$ cat src/rtl/pipeline_ctrl_pkg.sv
// rtl/pipeline_ctrl_pkg.sv - shared state encoding and constants for the pipeline sequencer
package pipeline_ctrl_pkg;

  typedef enum logic [1:0] {
    ST_RUN   = 2'd0,
    ST_STALL = 2'd1,
    ST_FLUSH = 2'd2
  } state_e;

  // ADDI x0,x0,0 loaded by the IF/ID flush mux
  localparam logic [31:0] NOP_INSN = 32'h0000_0013;

  // consecutive-stall count must hold MAX_STALL up to 255
  localparam int CONSEC_W = 8;

endpackage

$ cat src/rtl/pipeline_ctrl_sat_counter.sv
// rtl/pipeline_ctrl_sat_counter.sv - saturating up-counter; clr with inc loads 1
module sat_counter #(
  parameter int           W   = 16,
  parameter logic [W-1:0] MAX = '1
) (
  input  logic         clk_i,
  input  logic         rst_i,
  input  logic         clr_i,
  input  logic         inc_i,
  output logic [W-1:0] cnt_o
);

  logic [W-1:0] cnt_q, cnt_d;

  always_comb begin
    cnt_d = cnt_q;
    if (clr_i) begin
      cnt_d = inc_i ? W'(1) : '0;
    end else if (inc_i && (cnt_q < MAX)) begin
      cnt_d = cnt_q + W'(1);
    end
  end

  always_ff @(posedge clk_i) begin
    if (rst_i) cnt_q <= '0;
    else       cnt_q <= cnt_d;
  end

  assign cnt_o = cnt_q;

endmodule

$ cat src/rtl/pipeline_ctrl.sv
// rtl/pipeline_ctrl.sv - 5-stage pipeline sequencer: stall, bubble, squash, freeze, perf counters, watchdog
module pipeline_ctrl
  import pipeline_ctrl_pkg::*;
#(
  parameter int FETCH_LAT = 1,
  parameter int MAX_STALL = 4,
  parameter int CNT_W     = 16
) (
  input  logic             clk_i,
  input  logic             rst_i,
  input  logic             hazard_i,
  input  logic             branch_taken_i,
  input  logic             mem_busy_i,
  output logic             pc_en_o,
  output logic             pc_sel_o,
  output logic             ifid_en_o,
  output logic             ifid_flush_o,
  output logic             idex_flush_o,
  output logic             pipe_en_o,
  output logic [1:0]       state_o,
  output logic [CNT_W-1:0] stall_cnt_o,
  output logic [CNT_W-1:0] flush_cnt_o,
  output logic             stall_timeout_o
);

  localparam logic [2:0]          FL_LOAD   = 3'(FETCH_LAT);
  localparam state_e              RST_STATE = (FETCH_LAT > 0) ? ST_FLUSH : ST_RUN;
  localparam logic [CONSEC_W-1:0] CONSEC_MAX = CONSEC_W'(MAX_STALL);

  state_e              state_q, state_d;
  logic [2:0]          fl_ctr_q, fl_ctr_d;
  logic                timeout_q, timeout_d;
  logic [CONSEC_W-1:0] consec_cnt;
  logic                redirect, stall_ev, consec_clr, consec_hit;

  // hazard is masked in FLUSH because ID holds a squashed slot
  assign redirect   = !mem_busy_i && branch_taken_i;
  assign stall_ev   = !mem_busy_i && !branch_taken_i && hazard_i && (state_q != ST_FLUSH);
  assign consec_clr = !mem_busy_i && !(state_q == ST_STALL && hazard_i && !branch_taken_i);
  assign consec_hit = (consec_cnt == CONSEC_MAX);

  always_ff @(posedge clk_i) begin
    if (rst_i) begin
      state_q   <= RST_STATE;
      fl_ctr_q  <= FL_LOAD;
      timeout_q <= 1'b0;
    end else begin
      state_q   <= state_d;
      fl_ctr_q  <= fl_ctr_d;
      timeout_q <= timeout_d;
    end
  end

  always_comb begin
    state_d   = state_q;
    fl_ctr_d  = fl_ctr_q;
    timeout_d = timeout_q | consec_hit;
    if (!mem_busy_i) begin
      if (branch_taken_i) begin
        fl_ctr_d = FL_LOAD;
        state_d  = RST_STATE;
      end else if (state_q == ST_FLUSH) begin
        fl_ctr_d = fl_ctr_q - 3'd1;
        if (fl_ctr_q <= 3'd1) state_d = ST_RUN;
      end else begin
        state_d = hazard_i ? ST_STALL : ST_RUN;
      end
    end
  end

  always_comb begin
    pc_en_o      = 1'b0;
    pc_sel_o     = 1'b0;
    ifid_en_o    = 1'b0;
    ifid_flush_o = 1'b0;
    idex_flush_o = 1'b0;
    pipe_en_o    = 1'b0;
    if (rst_i) begin
      ifid_flush_o = 1'b1;
      idex_flush_o = 1'b1;
    end else if (mem_busy_i) begin
      pipe_en_o = 1'b0;
    end else if (branch_taken_i) begin
      pc_en_o      = 1'b1;
      pc_sel_o     = 1'b1;
      ifid_en_o    = 1'b1;
      ifid_flush_o = 1'b1;
      idex_flush_o = 1'b1;
      pipe_en_o    = 1'b1;
    end else if (state_q == ST_FLUSH) begin
      pc_en_o      = 1'b1;
      ifid_en_o    = 1'b1;
      ifid_flush_o = 1'b1;
      pipe_en_o    = 1'b1;
    end else if (hazard_i) begin
      idex_flush_o = 1'b1;
      pipe_en_o    = 1'b1;
    end else begin
      pc_en_o   = 1'b1;
      ifid_en_o = 1'b1;
      pipe_en_o = 1'b1;
    end
  end

  sat_counter #(.W(CNT_W)) u_stall_cnt (
    .clk_i(clk_i), .rst_i(rst_i), .clr_i(1'b0), .inc_i(stall_ev), .cnt_o(stall_cnt_o)
  );

  sat_counter #(.W(CNT_W)) u_flush_cnt (
    .clk_i(clk_i), .rst_i(rst_i), .clr_i(1'b0), .inc_i(redirect), .cnt_o(flush_cnt_o)
  );

  sat_counter #(.W(CONSEC_W), .MAX(CONSEC_MAX)) u_consec_cnt (
    .clk_i(clk_i), .rst_i(rst_i), .clr_i(consec_clr), .inc_i(stall_ev), .cnt_o(consec_cnt)
  );

  assign state_o         = state_q;
  assign stall_timeout_o = timeout_q | consec_hit;

endmodule

$ cat config.mk
export PLATFORM = sky130hd
export DESIGN_NAME = pipeline_ctrl
export DESIGN_NICKNAME = d
export VERILOG_FILES = /design/src/rtl/pipeline_ctrl_pkg.sv /design/src/rtl/pipeline_ctrl_sat_counter.sv /design/src/rtl/pipeline_ctrl.sv
export SDC_FILE = /design/constraint.sdc
export NUM_CORES = 1
export LEC_CHECK = 0
export CAP_MARGIN = 10
export CORE_MARGIN = 10
export CORE_UTILIZATION = 52
export CTS_CLUSTER_SIZE = 28
export DETAILED_ROUTE_END_ITERATION = 8
export PLACE_DENSITY = 0.87
export SETUP_SLACK_MARGIN = 0.02
export SYNTH_ARGS = -nofsm -noshare
export SYNTH_HDL_FRONTEND = slang
export SYNTH_SLANG_ARGS = --single-unit
$ cat constraint.sdc
create_clock -name clk_i -period 2.2 [get_ports clk_i]
set_clock_uncertainty 0.1 [all_clocks]
set_input_delay 0.22 -clock clk_i [delete_from_list [all_inputs] [get_ports clk_i]]
set_output_delay 0.22 -clock clk_i [all_outputs]
set_load 0.005 [all_outputs]
Word level (Yosys, flattened, before mapping)
Index checks and enable logic that the tools add are counted.
{"block": "classes", "n_mux": 28, "shifts": 0, "n_div": 0, "magnitude_cmp": 4, "reduce_logical": 17, "add_sub_neg": 4, "bitwise_logic": 2, "eq_ne": 5, "mul": 0}
{"cell": "adder 16 x 1 -> 16 bit (second input constant)", "n": 2}
{"cell": "less-than comparator 16 bit (second input constant)", "n": 2}
{"cell": "2-to-1 mux 1 bit", "n": 21}
{"cell": "2-to-1 mux 8 bit", "n": 2}
{"cell": "logical AND 1 bit", "n": 10}
{"cell": "adder 8 x 1 -> 8 bit (second input constant)", "n": 1}
{"cell": "equality test 8 x 3 -> 1 bit (second input constant)", "n": 1}
{"cell": "less-than comparator 8 x 3 -> 1 bit (second input constant)", "n": 1}
{"cell": "2-to-1 mux 2 bit", "n": 3}
{"cell": "2-to-1 mux 3 bit", "n": 2}
{"cell": "AND reduction 2 bit", "n": 2}
{"cell": "nonzero test 2 bit", "n": 2}
{"cell": "<= comparator 3 x 1 -> 1 bit (second input constant)", "n": 1}
{"cell": "logical NOT 1 bit", "n": 3}
{"cell": "!= test 3 x 2 -> 1 bit (second input constant)", "n": 1}
{"cell": "subtractor 3 x 1 -> 3 bit (second input constant)", "n": 1}
{"cell": "equality test 2 x 1 -> 1 bit (second input constant)", "n": 1}
{"cell": "equality test 2 bit (second input constant)", "n": 1}
{"cell": "!= test 2 bit (second input constant)", "n": 1}
{"cell": "inverter 1 bit", "n": 1}
{"cell": "OR 1 bit", "n": 1}
{"block": "word_totals", "out_inout_bits": 41, "mem_bits_ro": 0, "reg_bits": 46, "ram_bits": 0, "latch_bits": 0, "word_cells": 66, "n_memories": 0}

Logic depth before layout (Yosys ltp)
{"block": "logic_depth", "depth_word": 7, "ltp_mapped": 6}

Modules after synthesis
Synthesis repeated with hierarchy kept, for this count alone.
{"block": "unflattened", "hier_cells": 310, "area_unflattened_um2": 2563.7}
{"module": "sat_counter at u_flush_cnt ...", "instances": 2, "area_per_inst_um2": 922.1, "cells_per_inst": 113, "seq_area_each_um2": 320.3}
{"module": "pipeline_ctrl", "instances": 1, "area_per_inst_um2": 420.4, "cells_per_inst": 55, "seq_area_each_um2": 120.1}
{"module": "sat_counter at u_consec_cnt", "instances": 1, "area_per_inst_um2": 299.0, "cells_per_inst": 29, "seq_area_each_um2": 160.2}

Worst setup path after synthesis
Ideal clock, no wire load.
{"block": "synth_path", "path_kind": "flip-flop to flip-flop", "startpoint": "register state_q[1], in the netlist state_o[1]", "endpoint": "register u_stall_cnt.cnt_q[4], in the netlist u_stall_cnt.cnt_o[4]", "slack_ns": 0.181, "arrival_ns": 1.798, "synth_period_minus_slack_ns": 2.019, "t_required_ns": 1.979, "path_stages_with_launch": 7, "n_path_buf": 2, "path_cell_list": "dfxtp_1 -> nor2b_2 -> buf_6 -> or4_4 -> buf_6 -> a211oi_1 -> mux2_2"}
{"block": "synth_via", "elab_chain_len": 3}
{"element": "from (decl)", "line_no": "pipeline_ctrl.sv:30", "text": "state_e state_q, state_d;"}
{"element": "from (signal assigned)", "line_no": "pipeline_ctrl.sv:48", "text": "state_q <= state_d;"}
{"element": "!= test 2 bit", "line_no": "pipeline_ctrl.sv:38", "text": "assign stall_ev = !mem_busy_i && !branch_taken_i && hazard_i && (state_q != ST_FLUSH);"}
{"element": "logical AND 1 bit", "line_no": "pipeline_ctrl.sv:38"}
{"element": "logical AND 1 bit", "line_no": "pipeline_ctrl_sat_counter.sv:19", "text": "end else if (inc_i && (cnt_q < MAX)) begin"}
{"element": "to (signal assigned)", "line_no": "pipeline_ctrl_sat_counter.sv:26", "text": "else cnt_q <= cnt_d;"}
{"element": "to (decl)", "line_no": "pipeline_ctrl_sat_counter.sv:13", "text": "logic [W-1:0] cnt_q, cnt_d;"}
Every way passes these cells.
A chain may end at the register's enable or synchronous reset.

Worst setup path after layout
{"block": "layout_path", "startpoint": "input port hazard_i", "endpoint": "output port ifid_en_o"}
{"block": "layout_via", "elab_chain_len": 5}
{"element": "from (decl)", "line_no": "pipeline_ctrl.sv:11", "text": "input logic hazard_i,"}
{"element": "2-to-1 mux 1 bit", "line_no": "pipeline_ctrl.sv:95", "text": "end else if (hazard_i) begin"}
{"element": "2-to-1 mux 1 bit", "line_no": "pipeline_ctrl.sv:90", "text": "end else if (state_q == ST_FLUSH) begin"}
{"element": "2-to-1 mux 1 bit", "line_no": "pipeline_ctrl.sv:83", "text": "end else if (branch_taken_i) begin"}
{"element": "2-to-1 mux 1 bit", "line_no": "pipeline_ctrl.sv:81", "text": "end else if (mem_busy_i) begin"}
{"element": "2-to-1 mux 1 bit", "line_no": "pipeline_ctrl.sv:78", "text": "if (rst_i) begin"}
{"element": "to (decl)", "line_no": "pipeline_ctrl.sv:16", "text": "output logic ifid_en_o,"}
Every way passes these cells.

==> run metrics <==
status finished clean; worst endpoint required time ~1.9 ns; GP Congestion around 0.85; initial core utilization 54.1%; Unique masters post-synth 51; Die ar. ~7700 um2; Worst Hold Class flop to flop; IR drop worst, VDD 0.428 mV; placed insts 395; post-route ant nets 0; Max-cap violations 0; asr flop ratio synth 0%; critical path, cell by cell clkdlybuf4s50_1 > or2b_1 > buf_4 > nor2_2 > nor3_2 > clkdlybuf4s50_1; Final Hold Viols 0; CP startpoint kind primary input; Multi-input gate area 1370 um2; M1 WL ~2.4 mm; Non-Filler Instances 403; mapped cell area 2390 um2; Syn Nets 294; Initial DRT Pass Iterations 4; CP dominant cell by count clkdlybuf4s50_1; CP max-delay cell clkdlybuf4s50_1; setup slack after placement -0.205 ns; IO buf count 45; Critical Path Sink Type primary output; highest clock rate about 470 MHz; GRT Util Overall 15.5%; Leak 1.17 nW; metal2 WL 3.04 mm; slowest stage delay, CP 0.49 ns; TritonCTS Sinks 46; diode count 0; Top delay family on crit path buffers and inverters; register area 925 um2; worst-path fanout max 5; final worst slack 0.0733 ns; total number of vias 2387; Via-to-Cell Ratio 5.92; Period minus WS final between 2 and 2.5 ns; Iter 0 DRT Violations 129; WL met3 510 um; Power Total approximately 1.6 mW; share of layout cells above drive strength 1 17.1%; Synth Register Bits 46; power per cell area 505 nW/um2; first-pass GRT wire length 9.88 mm; Core ar. 4410 um2; CTS tree built; CTS Hold Bufs 0; grt ovf 0; Worst EP arrival 1.81 ns; DRC errors left 0; largest net degree at the start of global routing 22; fin nets around 360; critical path type primary input to primary output; Worst-Margin Slew 0.682 ns; Skew-Pair Late Insertion Delay 0.30 ns; routed len/inst ~15 um; Slew headroom between 50% and 60%; fillers around 340; H-tree depth 2; synthesis-to-finish area growth 33.0%; Die X around 90 um; number of top-level pins 46; Mapped Avg Cell Area 8.43 um2; setup violators final 0; Crit path buffers/inverters 3; Final Cycle Share around 97%; highest routed layer met4; Die Y 87.7 um; vias in the first global route 2253; dpl hpwl roughly 4.5 mm; Clock Tree Buf Depth 2; number of synthesized flops with an enable pin 0; Cells after Synth 283; initial antenna violation count 0; Worst-path clk slew 0.08 ns; reg2reg setup slack 0.18 ns; sequential-to-total area share from yosys stat 38.6%; row count 24; Slew Limit Fails 0; CTS root buf clkbuf_8; total CTS buffers 5; top_reg_cell synth dfxtp_1; DRT Wirelength 6.03 mm; yosys warns 0
[repair_timing]
item	4_1_cts	5_1_grt
endpoints found under the setup margin	2	6
buffers inserted	0	0
resized for setup	1	8
[metrics by stage]
| step | hold WS [ns] | utilization (%) | setup TNS (ns) | area (um2) |
|---|---|---|---|---|
| 6_report | 0.371 | 71.9 | 0 | 3170 |
| 5_1_grt | 0.397 | 71.9 | -0.00898 | 3170 |
| 4_1_cts | 0.375 | 71.5 | 0 | 3160 |
| 3_5_place_dp | 0.351 | 69.0 | -1.34 | 3050 |
| 3_3_place_gp | 0.343 | 69.0 | -0.875 | 3050 |
| 2_1_floorplan | 0.331 | - | 0 | 2390 |
[final timing paths]
path | from | endpoint | cells past startpoint
min | u_consec_cnt.cnt_o[4] | u_consec_cnt.cnt_o[4] | 1
max reg2reg | u_stall_cnt.cnt_o[1] | u_stall_cnt.cnt_o[6] | 5
min reg2reg | u_consec_cnt.cnt_o[4] | u_consec_cnt.cnt_o[4] | 1
max | hazard_i | ifid_en_o | 6
[cells in the mapped netlist, types with 4 or more instances]
cell type	number	area share (%)
dfxtp_1	46	39
nor2_1	27	4.2
a21oi_1	18	3.8
nor3_1	15	3.1
nand2_1	14	2.2
nand3_1	12	2.5
nor4_1	12	3.1
nor2b_1	11	2.9
inv_1	10	1.6
mux2_2	10	4.7
nand4_1	10	2.6
and2_1	9	2.4
clkbuf_1	9	1.4
o21ai_0	8	1.7
ha_1	6	3.1
a211oi_1	5	1.6
a31oi_1	5	1.3
or4_1	5	1.6
o31ai_1	4	1.3
[cell families (layout without fill, tap and decap cells)]
kind of cell,after synthesis,count (layout),synth area share [%]
xor+xnor,1,1,0.367
simple gates,136,136,31.9
fa+ha+maj,6,6,3.15
buf+inv,25,93,4.82
mux,12,12,5.56
compound gates,57,57,15.6
flops,46,46,38.6
[placed cells by master, fill, tap and decap left out, types with 3 or more instances in the layout]
cell type / Yosys / layout
clkdlybuf4s50_1: 0 / 44
a31oi_1: 5 / 5
nand2_1: 14 / 14
buf_4: 1 / 29
a211oi_1: 5 / 5
inv_1: 10 / 10
nor3_1: 15 / 14
o41ai_1: 3 / 3
mux2_2: 10 / 10
a21oi_1: 18 / 18
or3_1: 3 / 3
o21ai_0: 8 / 8
or4_1: 5 / 5
nand4_1: 10 / 10
o31ai_1: 4 / 4
dfxtp_2: 0 / 3
dfxtp_1: 46 / 43
ha_1: 6 / 6
and2_1: 9 / 8
nor2b_1: 11 / 11
nor2_1: 27 / 26
nor4_1: 12 / 12
clkbuf_8: 0 / 5
nand3_1: 12 / 12
[sequential cells by signal, summed over array words and instances (netlist names)]
register and count:
u_flush_cnt.cnt_o 16, u_stall_cnt.cnt_o 16, fl_ctr_q 3, timeout_q 1, u_consec_cnt.cnt_o 8, state_o 2
[routing by layer]
layer | GRT usage [%] | vias to the layer above
li1 | - | 1184
met1 | 16.5 | 1111
met2 | 27.2 | 85
met3 | 5.39 | 7
met4 | 5.94 | 0
met5 | 0 | -
[power by group]
part	internal (mW)	leakage (nW)	switching, mW
clock network	0.340	0.0524	0.277
registers	0.840	0.372	0.0106
logic	0.0679	0.745	0.0680
total	1.25	1.17	0.355
[cell type report]
type / instances / area share (%)
Multi-Input combinational cell: 212 / 43.0
Sequential cell: 46 / 29.1
Timing Repair Buffer: 74 / 21.1
Clock buffer: 7 / 2.41
Tap cell: 52 / 2.05
Inverter: 11 / 1.30
Clock inverter: 1 / 0.946
No activity file was read; power rests on OpenSTA's default activity.
